## src/rtl/io_pkg.sv

```systemverilog
// Shared definitions for the IO ports that sit on the 16-bit controller bus.
package io_pkg;

  // Width of the shared data bus and the default depth of port FIFOs
  localparam int BUS_W         = 16;
  localparam int IO_FIFO_DEPTH = 4;

  // One word as carried on the shared bus
  typedef logic [BUS_W-1:0] bus_word_t;

endpackage : io_pkg

```

## src/rtl/io_fifo_core.sv

```systemverilog
// Generic register-array FIFO with push/pop strobes, occupancy count and
// full/empty flags. Push while full and pop while empty are ignored here, so
// callers can wire raw requests straight in.
module io_fifo_core
  import io_pkg::*;
#(
  parameter  int WIDTH = BUS_W,
  parameter  int DEPTH = IO_FIFO_DEPTH,
  localparam int PTR_W = $clog2(DEPTH),
  localparam int CNT_W = $clog2(DEPTH) + 1
) (
  input  logic             clk,
  input  logic             rst,
  input  logic             push_i,
  input  logic [WIDTH-1:0] wdata_i,
  input  logic             pop_i,
  output logic [WIDTH-1:0] rdata_o,
  output logic [CNT_W-1:0] count_o,
  output logic             full_o,
  output logic             empty_o
);

  logic [WIDTH-1:0] mem_q [DEPTH];
  logic [PTR_W-1:0] wrPtr_q, wrPtr_d;
  logic [PTR_W-1:0] rdPtr_q, rdPtr_d;
  logic [CNT_W-1:0] count_q, count_d;
  logic             doPush;
  logic             doPop;

  // Flags come straight from the registered count, so they describe the
  // state at the start of the cycle.
  assign full_o  = (count_q == CNT_W'(DEPTH));
  assign empty_o = (count_q == '0);
  assign count_o = count_q;

  assign doPush = push_i && !full_o;
  assign doPop  = pop_i && !empty_o;

  // The head word is read combinationally; an empty FIFO shows zero so the
  // output is clean after reset and never exposes stale storage.
  assign rdata_o = empty_o ? '0 : mem_q[rdPtr_q];

  // Next-state for pointers and occupancy; DEPTH is a power of two, so the
  // pointers wrap to zero through natural overflow.
  always_comb begin
    wrPtr_d = wrPtr_q;
    rdPtr_d = rdPtr_q;
    count_d = count_q;
    if (doPush) begin
      wrPtr_d = wrPtr_q + PTR_W'(1);
    end
    if (doPop) begin
      rdPtr_d = rdPtr_q + PTR_W'(1);
    end
    unique case ({doPush, doPop})
      2'b10:   count_d = count_q + CNT_W'(1);
      2'b01:   count_d = count_q - CNT_W'(1);
      default: count_d = count_q;
    endcase
  end

  // Pointer and count registers with synchronous reset
  always_ff @(posedge clk) begin
    if (rst) begin
      wrPtr_q <= '0;
      rdPtr_q <= '0;
      count_q <= '0;
    end else begin
      wrPtr_q <= wrPtr_d;
      rdPtr_q <= rdPtr_d;
      count_q <= count_d;
    end
  end

  // Storage array; contents are don't-care after reset, so it has no reset
  always_ff @(posedge clk) begin
    if (doPush && !rst) begin
      mem_q[wrPtr_q] <= wdata_i;
    end
  end

endmodule : io_fifo_core

```

## src/rtl/io_out_port.sv

```systemverilog
// Output port: captures bus words on the controller write strobe, buffers
// them, and hands them to a peripheral over a valid/ready handshake.
module io_out_port
  import io_pkg::*;
#(
  parameter  int WIDTH = BUS_W,
  parameter  int DEPTH = IO_FIFO_DEPTH,
  localparam int CNT_W = $clog2(DEPTH) + 1
) (
  input  logic             clk,
  input  logic             rst,
  input  logic [WIDTH-1:0] bus,
  input  logic             wEn,
  output logic [WIDTH-1:0] dataOut,
  output logic             outValid,
  input  logic             outReady,
  output logic             full,
  output logic             empty,
  output logic             overflow,
  input  logic             clrOvf,
  output logic [CNT_W-1:0] count
);

  logic overflow_q, overflow_d;
  logic popReq;

  // A transfer happens only when a word is actually being presented
  assign popReq   = outValid && outReady;
  assign outValid = !empty;
  assign overflow = overflow_q;

  io_fifo_core #(
    .WIDTH (WIDTH),
    .DEPTH (DEPTH)
  ) u_fifo (
    .clk     (clk),
    .rst     (rst),
    .push_i  (wEn),
    .wdata_i (bus),
    .pop_i   (popReq),
    .rdata_o (dataOut),
    .count_o (count),
    .full_o  (full),
    .empty_o (empty)
  );

  // Sticky overflow: a write seen while full (start-of-cycle) sets it, and
  // setting takes priority over a clear in the same cycle.
  always_comb begin
    overflow_d = overflow_q;
    if (clrOvf) begin
      overflow_d = 1'b0;
    end
    if (wEn && full) begin
      overflow_d = 1'b1;
    end
  end

  // Overflow flag register with synchronous reset
  always_ff @(posedge clk) begin
    if (rst) begin
      overflow_q <= 1'b0;
    end else begin
      overflow_q <= overflow_d;
    end
  end

endmodule : io_out_port

```

## config.mk

```make
export PLATFORM = sky130hd
export DESIGN_NAME = io_out_port
export DESIGN_NICKNAME = d
export VERILOG_FILES = /design/src/rtl/io_pkg.sv /design/src/rtl/io_fifo_core.sv /design/src/rtl/io_out_port.sv
export SDC_FILE = /design/constraint.sdc
export NUM_CORES = 1
export LEC_CHECK = 0
export ABC_AREA = 1
export CAP_MARGIN = 10
export CORE_UTILIZATION = 54
export DETAILED_ROUTE_END_ITERATION = 8
export PLACE_DENSITY = 0.79
export SYNTH_ARGS = -nofsm -noshare
export SYNTH_HDL_FRONTEND = slang
export SYNTH_SLANG_ARGS = --single-unit
```

## constraint.sdc

```tcl
create_clock -name clk -period 2.2 [get_ports clk]
set_input_delay 0.44 -clock clk [delete_from_list [all_inputs] [get_ports clk]]
set_output_delay 0.44 -clock clk [all_outputs]
set_load 0.05 [all_outputs]
```

# Yosys cells after proc, flatten, opt, wreduce, memory -nomap -nowiden
# Memories as Yosys holds them, arrays and structs flattened. A register that Yosys moved wholly into a read port is not among the register bits.
# Cells that the tools add are included.
[word_totals]
ff_bits = 8
mem_bits_rw = 64
input_bits = 21
output_inout_bits = 23
wordCells = 31
n_memories = 1
[classes]
n_addsub = 4
n_eq_ne = 3
n_mux = 8
reduce_logical = 11
[memory_table]
columns = ["memory", "depth", "width", "read_ports", "rd_clocked_by_memory_dff", "wr", "line_no", "text"]
rows = [
  ["u_fifo.mem_q", 4, 16, 1, 1, 1, "io_fifo_core.sv:23", "logic [WIDTH-1:0] mem_q [DEPTH];"],
]
[ops]
columns = ["cell", "n"]
rows = [
  ["$mux 16", 1],
  ["$pmux 3 s2", 1],
  ["$logic_and 1x1->1", 5],
  ["$add 2x1->2 const B", 2],
  ["$mux 1", 4],
  ["$mux 2", 2],
  ["$reduce_bool 2->1", 2],
  ["$add 3x1->3 const B", 1],
  ["$eq 3x3->1 const B", 1],
  ["$logic_not 1->1", 3],
  ["$logic_not 3->1", 1],
  ["$sub 3x1->3 const B", 1],
  ["$eq 2x1->1 const B", 1],
  ["$eq 2x2->1 const B", 1],
]

# Logic depth before layout (Yosys ltp)
[depth]
ltp_word = 6
ltp_mapped = 14
mapped_depth_nobuf = 14

# Cells and area by module
# From an unflattened synthesis, not the netlist that was laid out.
[unflattened]
cells_unflattened = 272
hier_area_um2 = 3103.0
[by_module_without_submodules]
columns = ["mod", "instances", "cells_each", "area_each_um2", "seq_area_each_um2"]
rows = [
  ["io_fifo_core", 1, 264, 3051.7, 2102.0],
  ["io_out_port", 1, 8, 51.3, 20.0],
]

# Least setup slack after synthesis
# OpenSTA, ideal clock, no wires.
[synth_path]
kind = "register -> output"
from = "register u_fifo.count_q[2], in the netlist u_fifo.count_o[2]"
to = "output port dataOut[0]"
arrival_ns = 2.070
required_ns = 1.760
slack_ns = -0.310
stages_incl_launch_ff = 6
path_buffers = 1
path_cell_list = "dfxtp_1 inv_2 nand2_4 inv_2 buf_4 a21oi_1"
[synth_between]
elab_chain_len = 2
[synth_lines]
columns = ["item", "line_no", "text"]
rows = [
  ["from (decl)", "io_fifo_core.sv:26", "logic [CNT_W-1:0] count_q, count_d;"],
  ["from (signal assigned)", "io_fifo_core.sv:71", "count_q <= count_d;"],
  ["$logic_not 3->1", "io_fifo_core.sv:33", "assign empty_o = (count_q == '0);"],
  ["named net empty", "io_out_port.sv:18", "output logic empty,"],
  ["$mux 16", "io_fifo_core.sv:41", "assign rdata_o = empty_o ? '0 : mem_q[rdPtr_q];"],
  ["to (decl)", "io_out_port.sv:14", "output logic [WIDTH-1:0] dataOut,"],
]
# The timed path passes the listed nets, and every way through them passes these cells.

==> impl_metrics.csv <==
group,metric,value,unit
worst_setup_path,endpoint,"dataOut[15]",
yosys,synth_mux_area_share,0,%
sta,relSlewSlack,66.3,%
sta,setup_viol,0,
worst_setup_path,path_class,"flip-flop to output pin",
power_and_ir_drop,vdd_drop_max,0.960,mV
yosys,synth-simple-area-share,13.0,%
die,ios,44,
worst_setup_path,path_depth,5,
cts,hold_buffers,0,
global_route,grt_max_degree,18,
cts,cts_buffers,9,
status,status,"finished clean",
yosys,synth-compound-area-share,9.12,%
drt,drc,0,
yosys,ys_types,21,
sta,rsz0062_at_grt,"yes",
yosys,synth_top_family_by_area,"simple AND/OR/NAND/NOR gates",
die,dieArea,6000,µm²
drt,firstDrtPassIters,4,
yosys,seq_area_frac_synth,69.1,%
worst_setup_path,r2r-end,"u_fifo.count_o[2]",
yosys,synth_area_per_cell,11.4,µm²
cells_and_area,final_nets,351,
worst_setup_path,cp_slowest_cell,"dfxtp_1",
power_and_ir_drop,p_leak,0.00144,µW
yosys,ys_ff_latch,74,
worst_setup_path,crit_buf_inv,3,
yosys,syn_area,3070,µm²
cts,htree_num_levels,3,
die,die_x,77.4,µm
cts,numClockSinks,74,
drt,drtIter0Drc,94,
sta,period_share,93.4,%
global_route,grt_pass1_wl,9360,µm
yosys,synth_fa_ha_area_share,2.69,%
die,placementRows,27,
sta,worstMarginPinSlew,0.504,ns
die,core_region_area,5510,µm²
sta,finClkSkew,0.00687,ns
yosys,ys_warn_count,0,
worst_setup_path,crit_family,"buffers and inverters",
cts,path_clk_slew,0.08,ns
yosys,yosysTopAreaCell,"edfxtp_1",
worst_setup_path,cpPeakStageDelay,0.35,ns
placed_design,place.gp.congestion,0.754,
run,drv_cap,0,
cts,post-cts-setup-buffers,0,
die,start_util,55.8,%
power_and_ir_drop,power.total,5110,µW
yosys,synth_area_leaders,"edfxtp_1 63%, nor2_1 9.2%, dfxtp_1 6.5%, o21ai_1 4.9%, a21oi_1 3.6%",
cts,cts-root-buf,"clkbuf_8",
global_route,grt_pass1_vias,2010,
drt,wl_per_cell,14.4,µm
sta,fmaxAchievable,487,MHz
worst_setup_path,cpMostUsedCell,"buf_4",
worst_setup_path,critPathRequiredTime,1.76,ns
sta,final.min_clock_period,2.05,ns
worst_setup_path,arrival,1.61,ns
yosys,synth_top_area_share,62.5,%
sta,setup_tns,0,ns
placed_design,port-buffer-count,43,
worst_setup_path,reg2reg_depth,14,
die,fp.dieH,77.4,µm
drt,vias_per_cell,5.10,
sta,hold_violations,0,
yosys,synth_nets,296,
drt,route.vias.total,2046,
power_and_ir_drop,p_per_area,1340,nW/µm²
drt,final_antenna_net_count,0,
worst_setup_path,path_cells,"inv_2 > buf_4 > o21ai_1 > a21oi_1 > buf_4",
global_route,overflow,0,
worst_setup_path,critical_path.endpoint_type,"output pin",
worst_setup_path,r2r_setup_slack,0.37,ns
cells_and_area,diodes,0,
min_path,worstHoldPathType,"flip-flop to flip-flop",
sta,report.final.slew_viol_count,0,
drt,wl,5760,µm
worst_setup_path,timing.rr.start,"u_fifo.count_o[1]",
placed_design,dp_hpwl,3710,µm
cts,cts_buffer_depth,2,
cts,clk_latency,0.33,ns
global_route,antenna_found_initial,0,
worst_setup_path,start_kind,"flip-flop",
global_route,grt_usage,21.1,%
yosys,synth_xor_xnor_area_share,0,%
worst_setup_path,crit_fanout,12,
cells_and_area,drive_gt1_share,17.3,%
cts,cts_tree,"yes",
yosys,synth_cells,269,
cells_and_area,syn_to_final_growth,24.4,%
## cells in the mapped netlist
cell type / instances
inv_4: 1
buf_4: 5
ha_1: 5
nor2_4: 1
nor2_2: 1
buf_6: 5
inv_1: 18
fa_1: 1
o21ai_1: 30
a21oi_1: 22
nand3_1: 4
inv_2: 4
nand2_1: 15
nand3b_1: 1
dfxtp_1: 10
buf_2: 1
o21ai_0: 4
edfxtp_1: 64
nand2_2: 1
nor2_1: 75
nand2_4: 1
## final cells by class
| class | instances | area [µm²] |
|---|---|---|
| flip-flops and latches | 74 | 2120 |
| fillers | 395 | 1680 |
| multi-input cells | 161 | 773 |
| repair buffers | 55 | 541 |
| clock buffers | 10 | 128 |
| well taps | 72 | 90.1 |
| inverters | 23 | 88.8 |
| clock inverters | 6 | 81.3 |
## through the flow
step | hold slack, ns | utilization (%) | worst slack [ns] | cells | cell area (µm²)
2_1_floorplan | 0.459 | - | -0.310 | 269 | 3080
3_3_place_gp | 0.451 | 65.6 | 0.102 | 385 | 3610
3_5_place_dp | 0.494 | 65.6 | 0.0374 | 385 | 3610
4_1_cts | 0.500 | 69.4 | 0.0353 | 401 | 3820
5_1_grt | 0.535 | 69.4 | -0.00763 | 401 | 3820
6_report | 0.498 | 69.4 | 0.146 | 401 | 3820
## registers in the layout, indices dropped and copies added (netlist names), named ones only
| register | cells |
|---|---|
| overflow | 1 |
| u_fifo.wrPtr_q | 2 |
| u_fifo.mem_q | 64 |
| u_fifo.rdPtr_q | 2 |
| u_fifo.count_o | 3 |
## repair_timing
item,CTS,global route
setup endpoints to repair,0,4
gates resized for setup,0,1
hold endpoints to repair,0,0
## worst register-to-register path, stage by stage (launching register included)
cell and delay (ns):
dfxtp_1 0.36, nor2_4 0.13, nand2_2 0.10, inv_2 0.08, nor2_2 0.04, inv_1 0.06
ha_1 0.17, inv_1 0.07, fa_1 0.38, inv_1 0.06, nand2_1 0.04, nand3_1 0.08
nand2_1 0.06, nand2_1 0.06, nor2_1 0.03
## per-layer routing
metal / wire [µm] / global-route usage [%] / vias up
met4: 112 / 9.43 / 0
met5: 0 / 0 / -
met1: 2300 / 23.6 / 982
li1: - / - / 1020
met3: 181 / 4.00 / 11
met2: 3160 / 38.7 / 33
## worst min-delay path by stage
stage | start | to | slack [ns] | depth (start not counted)
final | overflow | overflow | 0.50 | 2
after global routing | overflow | overflow | 0.54 | 2
after CTS | overflow | overflow | 0.50 | 2
after detailed placement | overflow | overflow | 0.49 | 2
after global placement | overflow | overflow | 0.45 | 2
after floorplan | u_fifo.rdPtr_q[1] | flip-flop | 0.46 | 2
## cells in the final DEF (no fill, tap or decap), types with 2 or more instances in the layout
cell type        Yosys  layout
bufinv_16            0       2
nor2_2               1       5
buf_4                5      25
clkdlybuf4s50_1      0      24
ha_1                 5       5
o21ai_0              4       4
clkinv_2             0       2
clkbuf_8             0       9
a21oi_1             22      22
nand2_1             15      15
buf_12               0       5
nand3_1              4       4
nor2_1              75      71
dfxtp_1             10      10
o21ai_1             30      30
edfxtp_1            64      64
inv_2                4       4
inv_1               18      18
## power by group
group,switching (µW),leakage (µW),internal (µW)
Combinational,1610,0.000676,693
Sequential,71.4,0.000663,1640
Clock,461,0.000104,631
## cells by family after synthesis
group                      Yosys count
and+or+nand+nor                     99
adders and majority gates            6
DFF                                 74
buffers and inverters               34
AOI/OAI and AO/OA                   56
(Power assumes the default switching activity.)
